===== config.mk =====
export PLATFORM = sky130hd
export DESIGN_NAME = conv_row_writer_flat
export DESIGN_NICKNAME = d
export VERILOG_FILES = /design/src/rtl/conv_row_writer_pkg.sv /design/src/rtl/conv_row_writer_if.sv /design/src/rtl/conv_row_writer_bit_packer.sv /design/src/rtl/conv_row_writer.sv /design/src/flat_wrapper.sv
export SDC_FILE = /design/constraint.sdc
export NUM_CORES = 1
export LEC_CHECK = 0
export CAP_MARGIN = 20
export CORE_AREA = 2 2 95 74
export DETAILED_ROUTE_END_ITERATION = 16
export DIE_AREA = 0 0 97 76
export DONT_BUFFER_PORTS = 1
export GPL_ROUTABILITY_DRIVEN = 1
export HOLD_SLACK_MARGIN = 0.15
export PLACE_DENSITY = 0.74
export SYNTH_ARGS = -nofsm -noshare
export SYNTH_HDL_FRONTEND = slang
export SYNTH_SLANG_ARGS = --single-unit

===== constraint.sdc =====
create_clock -name clk -period 2.2 [get_ports clk]
set_input_delay 0.44 -clock clk [delete_from_list [all_inputs] [get_ports clk]]
set_output_delay 0.44 -clock clk [all_outputs]
set_load 0.1 [all_outputs]

===== src/rtl/conv_row_writer_pkg.sv =====
// Shared constants and state encoding for the convolution row writer.
package conv_row_writer_pkg;
    localparam int WORD_W = 16;
    localparam int ADDR_W = 12;

    typedef enum logic [1:0] {
        IDLE  = 2'd0,
        ACCUM = 2'd1,
        FLUSH = 2'd2,
        DONE  = 2'd3
    } state_e;
endpackage


===== src/rtl/conv_row_writer_if.sv =====
// Result stream from the binary-convolution datapath into the row writer.
interface conv_row_writer_if;
    logic result_valid;
    logic result_bit;
    logic row_last;
    logic frame_last;
    logic result_ready;

    modport master (
        output result_valid,
        output result_bit,
        output row_last,
        output frame_last,
        input  result_ready
    );

    modport slave (
        input  result_valid,
        input  result_bit,
        input  row_last,
        input  frame_last,
        output result_ready
    );
endinterface


===== src/rtl/conv_row_writer_bit_packer.sv =====
// Packs accepted result bits LSB-first into a word; word is the combinational
// view including the bit being accepted this cycle.
module conv_row_writer_bit_packer #(
    parameter int W = conv_row_writer_pkg::WORD_W
) (
    input  logic         clk,
    input  logic         reset_b,
    input  logic         clear,
    input  logic         bit_in,
    input  logic         accept,
    input  logic         row_end,
    output logic [W-1:0] word,
    output logic         word_complete
);
    localparam int CW = $clog2(W);

    logic [W-1:0]  acc;
    logic [CW-1:0] count;

    always_comb begin
        word = acc;
        if (accept)
            word[count] = bit_in;
    end

    assign word_complete = accept && ((count == CW'(W - 1)) || row_end);

    // A completed word is handed off, so the packer restarts empty immediately.
    always_ff @(posedge clk or negedge reset_b) begin
        if (!reset_b) begin
            acc   <= '0;
            count <= '0;
        end else if (clear || word_complete) begin
            acc   <= '0;
            count <= '0;
        end else if (accept) begin
            acc   <= word;
            count <= count + 1'b1;
        end
    end
endmodule


===== src/rtl/conv_row_writer.sv =====
// Write-back stage: packs the 1-bit convolution stream into SRAM words at
// consecutive addresses from a programmable base, and reports busy/done.
module conv_row_writer #(
    parameter int WORD_W = conv_row_writer_pkg::WORD_W,
    parameter int ADDR_W = conv_row_writer_pkg::ADDR_W
) (
    input  logic              clk,
    input  logic              reset_b,
    input  logic              start,
    input  logic [ADDR_W-1:0] base_addr,
    conv_row_writer_if.slave  res,
    output logic              sram_write_enable,
    output logic [ADDR_W-1:0] sram_write_address,
    output logic [WORD_W-1:0] sram_write_data,
    output logic              busy,
    output logic              done
);
    import conv_row_writer_pkg::*;

    localparam logic [1:0] S_IDLE  = IDLE;
    localparam logic [1:0] S_ACCUM = ACCUM;
    localparam logic [1:0] S_FLUSH = FLUSH;
    localparam logic [1:0] S_DONE  = DONE;

    logic [1:0]        state;
    logic [ADDR_W-1:0] addr;
    logic              accept;
    logic              frame_start;
    logic [WORD_W-1:0] packed_word;
    logic              word_complete;

    assign res.result_ready = (state == S_ACCUM);
    assign accept           = res.result_valid && res.result_ready;
    assign frame_start      = (state == S_IDLE) && start;
    assign busy             = (state == S_ACCUM) || (state == S_FLUSH);
    assign done             = (state == S_DONE);

    conv_row_writer_bit_packer #(.W(WORD_W)) packer (
        .clk           (clk),
        .reset_b       (reset_b),
        .clear         (frame_start),
        .bit_in        (res.result_bit),
        .accept        (accept),
        .row_end       (res.row_last || res.frame_last),
        .word          (packed_word),
        .word_complete (word_complete)
    );

    always_ff @(posedge clk or negedge reset_b) begin
        if (!reset_b) begin
            state <= S_IDLE;
        end else begin
            case (state)
                S_IDLE:  if (start) state <= S_ACCUM;
                S_ACCUM: if (accept && res.frame_last) state <= S_FLUSH;
                S_FLUSH: state <= S_DONE;
                S_DONE:  state <= S_IDLE;
                default: state <= S_IDLE;
            endcase
        end
    end

    // Data and address hold between writes; only the enable pulses.
    always_ff @(posedge clk or negedge reset_b) begin
        if (!reset_b) begin
            addr               <= '0;
            sram_write_enable  <= 1'b0;
            sram_write_address <= '0;
            sram_write_data    <= '0;
        end else begin
            sram_write_enable <= word_complete;
            if (frame_start) begin
                addr <= base_addr;
            end else if (word_complete) begin
                sram_write_data    <= packed_word;
                sram_write_address <= addr;
                addr               <= addr + 1'b1;
            end
        end
    end
endmodule

===== src/flat_wrapper.sv =====
// flat-port wrapper written by rule: the top's interface ports become plain ports
module conv_row_writer_flat import conv_row_writer_pkg::*;
#(
    parameter int WORD_W = conv_row_writer_pkg::WORD_W,
    parameter int ADDR_W = conv_row_writer_pkg::ADDR_W
)
  (clk, reset_b, start, base_addr, sram_write_enable, sram_write_address, sram_write_data, busy, done, res_result_valid, res_result_bit, res_row_last, res_frame_last, res_result_ready);
  conv_row_writer_if res_i ();
  input  logic clk;
  input  logic reset_b;
  input  logic start;
  input  logic [ADDR_W-1:0] base_addr;
  output logic sram_write_enable;
  output logic [ADDR_W-1:0] sram_write_address;
  output logic [WORD_W-1:0] sram_write_data;
  output logic busy;
  output logic done;
  input wire logic [$bits(res_i.result_valid)-1:0] res_result_valid;
  input wire logic [$bits(res_i.result_bit)-1:0] res_result_bit;
  input wire logic [$bits(res_i.row_last)-1:0] res_row_last;
  input wire logic [$bits(res_i.frame_last)-1:0] res_frame_last;
  output wire logic [$bits(res_i.result_ready)-1:0] res_result_ready;
  assign res_i.result_valid = res_result_valid;
  assign res_i.result_bit = res_result_bit;
  assign res_i.row_last = res_row_last;
  assign res_i.frame_last = res_frame_last;
  assign res_result_ready = res_i.result_ready;
  conv_row_writer #(.WORD_W(WORD_W), .ADDR_W(ADDR_W)) u_core (.clk(clk), .reset_b(reset_b), .start(start), .base_addr(base_addr), .res(res_i), .sram_write_enable(sram_write_enable), .sram_write_address(sram_write_address), .sram_write_data(sram_write_data), .busy(busy), .done(done));
endmodule

==> results of run 1 <==
[per-stage QoR]
step,setup WS (ps),utilization [%],cell area (um^2),std cells
after floorplan,7.272,-,3148,316
after global placement,106.3,51.89,3393,410
after detailed placement,54.75,51.89,3393,410
after CTS,32.71,54.88,3588,428
after global routing,24.70,55.17,3607,428
final,124.3,55.17,3607,428
[repair_timing]
| item | in CTS | in global routing |
|---|---|---|
| hold buffers | 2 | 0 |
| endpoints found under the setup margin | 0 | 17 |
| resized for setup | 0 | 4 |
| hold endpoints to repair | 63 | 0 |
[registers in the layout, summed over array words and instances (netlist names)]
name and cells:
u_core.sram_write_enable 1, u_core.state 2, u_core.sram_write_address 12, u_core.packer.count 4, u_core.sram_write_data 16, u_core.addr 12, u_core.packer.acc 16
[cell usage in the layout, fill, tap and decap left out, types with 10 or more instances in the layout]
cell type,instances
inv_1,18
mux2i_1,17
nand2_1,37
mux2_2,13
nor2_1,22
dfrtp_1,63
buf_4,27
o21ai_0,13
o22ai_1,13
a21oi_1,32
nand3_1,10
[metal layers]
metal  global-route usage (%)  wire, um  vias up
met1                    24.88      3024     1120
met2                    27.78      2955       63
met5                        0         0        -
met4                    7.746       103        0
met3                    6.514       405        9
li1                         -         -     1153
[critical path: stages, from the launching register on]
cell and delay, ps:
dfrtp_1 440, ha_4 200, a311oi_1 90, buf_4 200
or3_4 400, or4_1 510, a31oi_1 170
[kinds of logic (layout without fill, tap and decap cells)]
kind of cell	count (synthesis)	after routing	synth area share [%]
and+or+nand+nor	97	97	15.34
AOI/OAI and AO/OA	71	71	13.06
DFF	63	63	50.32
buffers and inverters	37	65	4.951
muxes	30	30	10.10
adders and majority gates	10	10	3.994
xor gates and xnor gates	8	8	2.237
[cell type report]
cell class                 instances  area, um^2  share of cell area (%)
multi-input combinational        216        1429                   39.61
sequential                        63        1577                   43.70
tap                               84       105.1                   2.914
clock inverter                     4       22.52                  0.6243
timing repair buffer              31       271.5                   7.527
inverter                          18       67.56                   1.873
clock buffer                      12       135.1                   3.746
[path summary, 6_finish.rpt]
path	cells after the start	slack, ps	to
max	6	120	u_core.addr[11]$_DFFE_PN0P_
min	2	220	u_core.addr[3]$_DFFE_PN0P_
max reg2reg	6	120	u_core.addr[11]$_DFFE_PN0P_
min reg2reg	2	500	u_core.packer.acc[15]$_DFFE_PN0P_
max in group asynchronous	2	1310	u_core.addr[4]$_DFFE_PN0P_
min in group asynchronous	2	640	u_core.packer.acc[9]$_DFFE_PN0P_
==> results.toml, run 1 <==
[detailed_routing]
ant_nets = 0
num_vias = 2345
wire_per_inst_um = 15.16
drt_iter0_drc = 96
drc = 0
drtPass1Iterations = 4
drt-total-wl_um = 6489
via_per_inst = 5.479

[timing]
clock_skew_ps = 10.31
period_needed_ps = 2076
hold_viol = 0
holdWs_ps = 217.9
period_share_pct = 94.35
max_freq_ghz = 0.4818
rsz0062_at_grt = "false"
drv_slew = 0
slew_headroom_pct = 39.25
tns_ps = 0
setup_viol = 0
worstMarginPinSlew_ps = 911.3

[finish]
fillerInstances = 581
area_delta_synth_final_pct = 15.14
nNetsFinal = 368
drive_above_1_share_pct = 18.31
diodes = 0

[clock_network]
root_buffer = "clkbuf_8"
cts.sinks = 63
numCtsBuffers = 9
clkLatencyLatePin_ps = 350
tritoncts = "done"
ctsHtreeMaxLevel = 3
post_cts_buffers = 0
clk_pin_slew_worst_paths_ps = 70
clock_path_buffers = 2

[synth]
synth_common_cells = "dfrtp_1 (63), nand2_1 (37), a21oi_1 (32)"
synthCells = 316
synth_most_common_cell = "dfrtp_1"
ys_types = 39
synth_top_cell_area_share_pct = 50.32
syn_area_um2 = 3133
yosys-top-cells-area = "dfrtp_1 (50%), mux2i_1 (5.4%), a21oi_1 (5.1%)"
synth_nets = 345
yosysSeqAreaShare_pct = 50.32
syn_area_per_cell_um2 = 9.915
synth_seq_cells = 63
post-synth-top-area-cell = "dfrtp_1"
yosysWarnings = 0
ys.flop_type = "dfrtp_1"
synth_edf_count = 0
synthArstFlopShare_pct = 100.0

[worst_setup_path]
cp_data_required_time_ps = 2470
critical_path.startpoint = "u_core.packer.count[0]$_DFFE_PN0P_"
r2r_start = "u_core.packer.count[0]$_DFFE_PN0P_"
start_kind = "register"
cp_data_arrival_time_ps = 2350
end_kind = "register"
crit_type = "reg2reg"
path_max_fanout = 11

[global_routing]
grt_first_pass_wirelength_um = 10980
grt_pass1_vias = 2329
grt_start_max_net_pins = 64
grt_overflow_total = 0
grt_antenna_before_repair = 0
grt_use_total_pct = 18.61

[min_path]
hold_start = "base_addr[3]"
hp-class = "in2reg"

[floorplanning]
initial_core_util_pct = 47.91
rows = 26
die_h_um = 76
core_um2 = 6539
num_io_pins = 51
die_x_um = 97
die_area_um2 = 7372

[placement]
dp_hpwl_um = 4337
place_congestion = 0.7846
io_buffer_count = 0

[status]
status = "completed"

[job]
max-cap-violations = 0
Power of run 1 is left out: the tool's default activity adds up to more than one toggle a clock period on the data nets, which glitch-free logic cannot reach.
==> inputs of run 2 (changes only) <==
PLACE_DENSITY = unset   (was 0.74)
PLACE_DENSITY_LB_ADDON = 0.12   (was unset)
==> results.toml, run 2 (same netlist as run 1, synthesis figures left out) <==
[status]
status = "completed"

[worst_setup_path]
path_cells = "ha_1 > a311oi_1 > or3_4 > or4_1 > a31oi_1"
crit_type = "reg2reg"
critPathBufInv = 0
r2r_start = "u_core.packer.count[1]$_DFFE_PN0P_"
regToRegSetupSlack_ps = 160
cpPeakStageDelay_ps = 510
start_kind = "register"
end_kind = "register"
r2r_end = "u_core.addr[11]$_DFFE_PN0P_"
cp_data_required_time_ps = 2470
path_max_fanout = 7
cp_data_arrival_time_ps = 2310
reg2reg_depth = 5
critical_path.startpoint = "u_core.packer.count[1]$_DFFE_PN0P_"
crit_family = "simple AND/OR/NAND/NOR gates"
critPathSlowestCell = "or4_1"

[clock_network]
clkLatencyLatePin_ps = 350
root_buffer = "clkbuf_8"
tritoncts = "done"
ctsHtreeMaxLevel = 3
numCtsBuffers = 9
post_cts_buffers = 0
clk_pin_slew_worst_paths_ps = 70
clock_path_buffers = 2
cts.sinks = 63

[finish]
area_delta_synth_final_pct = 17.13
fillerInstances = 578
diodes = 0
reg_top3 = "u_core.packer.acc x16, u_core.sram_write_data x16"
drive_above_1_share_pct = 18.90
mostFrequentLayoutCell = "dfrtp_1"
final_cell_mix = "dfrtp_1 (63), nand2_1 (37), a21oi_1 (32)"
nNetsFinal = 368

[detailed_routing]
drt-total-wl_um = 6602
drtPass1Iterations = 4
drt_iter0_drc = 94
ant_nets = 0
wire_per_inst_um = 15.43
drc = 0
num_vias = 2283
via_per_inst = 5.334

[floorplanning]
rows = 26
num_io_pins = 51
core_um2 = 6539
die_x_um = 97
initial_core_util_pct = 47.91
die_h_um = 76
die_area_um2 = 7372

[global_routing]
grt_antenna_before_repair = 0
grt_use_met3_pct = 7.798
grt_pass1_vias = 2307
gr-max-usage-layer = "met1"
grtUsageMet2_pct = 26.94
grt_first_pass_wirelength_um = 11610
met1_usage_pct = 28.87
grt_use_total_pct = 19.83
grt_start_max_net_pins = 64
grt_overflow_total = 0

[min_path]
whs_path_depth = 2
min_to = "u_core.addr[4]$_DFFE_PN0P_"
hold_start = "base_addr[4]"
hp-class = "in2reg"

[timing]
tns_ps = 0
period_share_pct = 92.60
max_freq_ghz = 0.4909
drv_slew = 0
hold_viol = 0
setup_viol = 0
period_needed_ps = 2037
clock_skew_ps = 4.723
rsz0062_at_grt = "false"
slew_headroom_pct = 39.75
worstMarginPinSlew_ps = 903.8

[job]
max-cap-violations = 0

[placement]
dp_hpwl_um = 4597
io_buffer_count = 0
place_congestion = 0.7718
==> run 2: changes by cell type in the layout (fill, tap and decap cells not counted) <==
cell	delta
buf_4	+1
clkbuf_1	-3
bufinv_16	+3
buf_12	-1
ha_1	+1
ha_4	-1
clkinvlp_4	-1
clkinv_2	-2
clkinv_4	+3
==> run 2: layout make-up <==
class | count | area (um^2) | area share [%]
clock inverter | 7 | 121.4 | 3.307
sequential | 63 | 1577 | 42.96
tap | 84 | 105.1 | 2.864
timing repair buffer | 31 | 259.0 | 7.058
inverter | 18 | 67.56 | 1.841
clock buffer | 9 | 123.9 | 3.375
multi-input combinational | 216 | 1416 | 38.60
==> run 2: how the worst max path moves through the flow <==
stage	to	slack, ps	cells after the start
after floorplan	u_core.packer.acc[0]$_DFFE_PN0P_	7	9
after global placement	u_core.sram_write_data[3]$_DFFE_PN0P_	170	8
after detailed placement	u_core.packer.acc[5]$_DFFE_PN0P_	170	6
after CTS	u_core.sram_write_data[3]$_DFFE_PN0P_	150	8
after global routing	u_core.addr[11]$_DFFE_PN0P_	5	5
final	u_core.addr[11]$_DFFE_PN0P_	160	5
==> run 2: per-layer routing <==
metal / part of all wire (%) / routed length [um] / vias up
li1: - / - / 1156
met1: 51 / 3335 / 1060
met2: 40 / 2661 / 57
met3: 7.8 / 516 / 10
met4: 1.3 / 89 / 0
met5: 0 / 0 / -
==> run 2: per-stage QoR <==
| step | cell area (um^2) | utilization (%) | cells | hold slack [ps] | setup WS (ps) |
|---|---|---|---|---|---|
| floorplan | 3148 | - | 316 | 144.4 | 7.272 |
| global placement | 3381 | 51.70 | 410 | 146.4 | 169.9 |
| detailed placement | 3381 | 51.70 | 410 | 146.6 | 165.5 |
| CTS | 3664 | 56.03 | 428 | 199.2 | 146.4 |
| global route | 3670 | 56.12 | 428 | 196.8 | 4.798 |
| finish | 3670 | 56.12 | 428 | 208.5 | 162.9 |
==> run 2: worst register-to-register path, stage by stage (launching register included) <==
cell	delay (ps)
dfrtp_1	400
ha_1	300
a311oi_1	150
or3_4	420
or4_1	510
a31oi_1	190
==> run 2: timing repair <==
item,4_1_cts,5_1_grt
gates resized for setup,0,2
hold buffers,2,0
setup endpoints to repair,0,6
endpoints found under the hold margin,63,0
Power of run 2 is left out for the same reason.
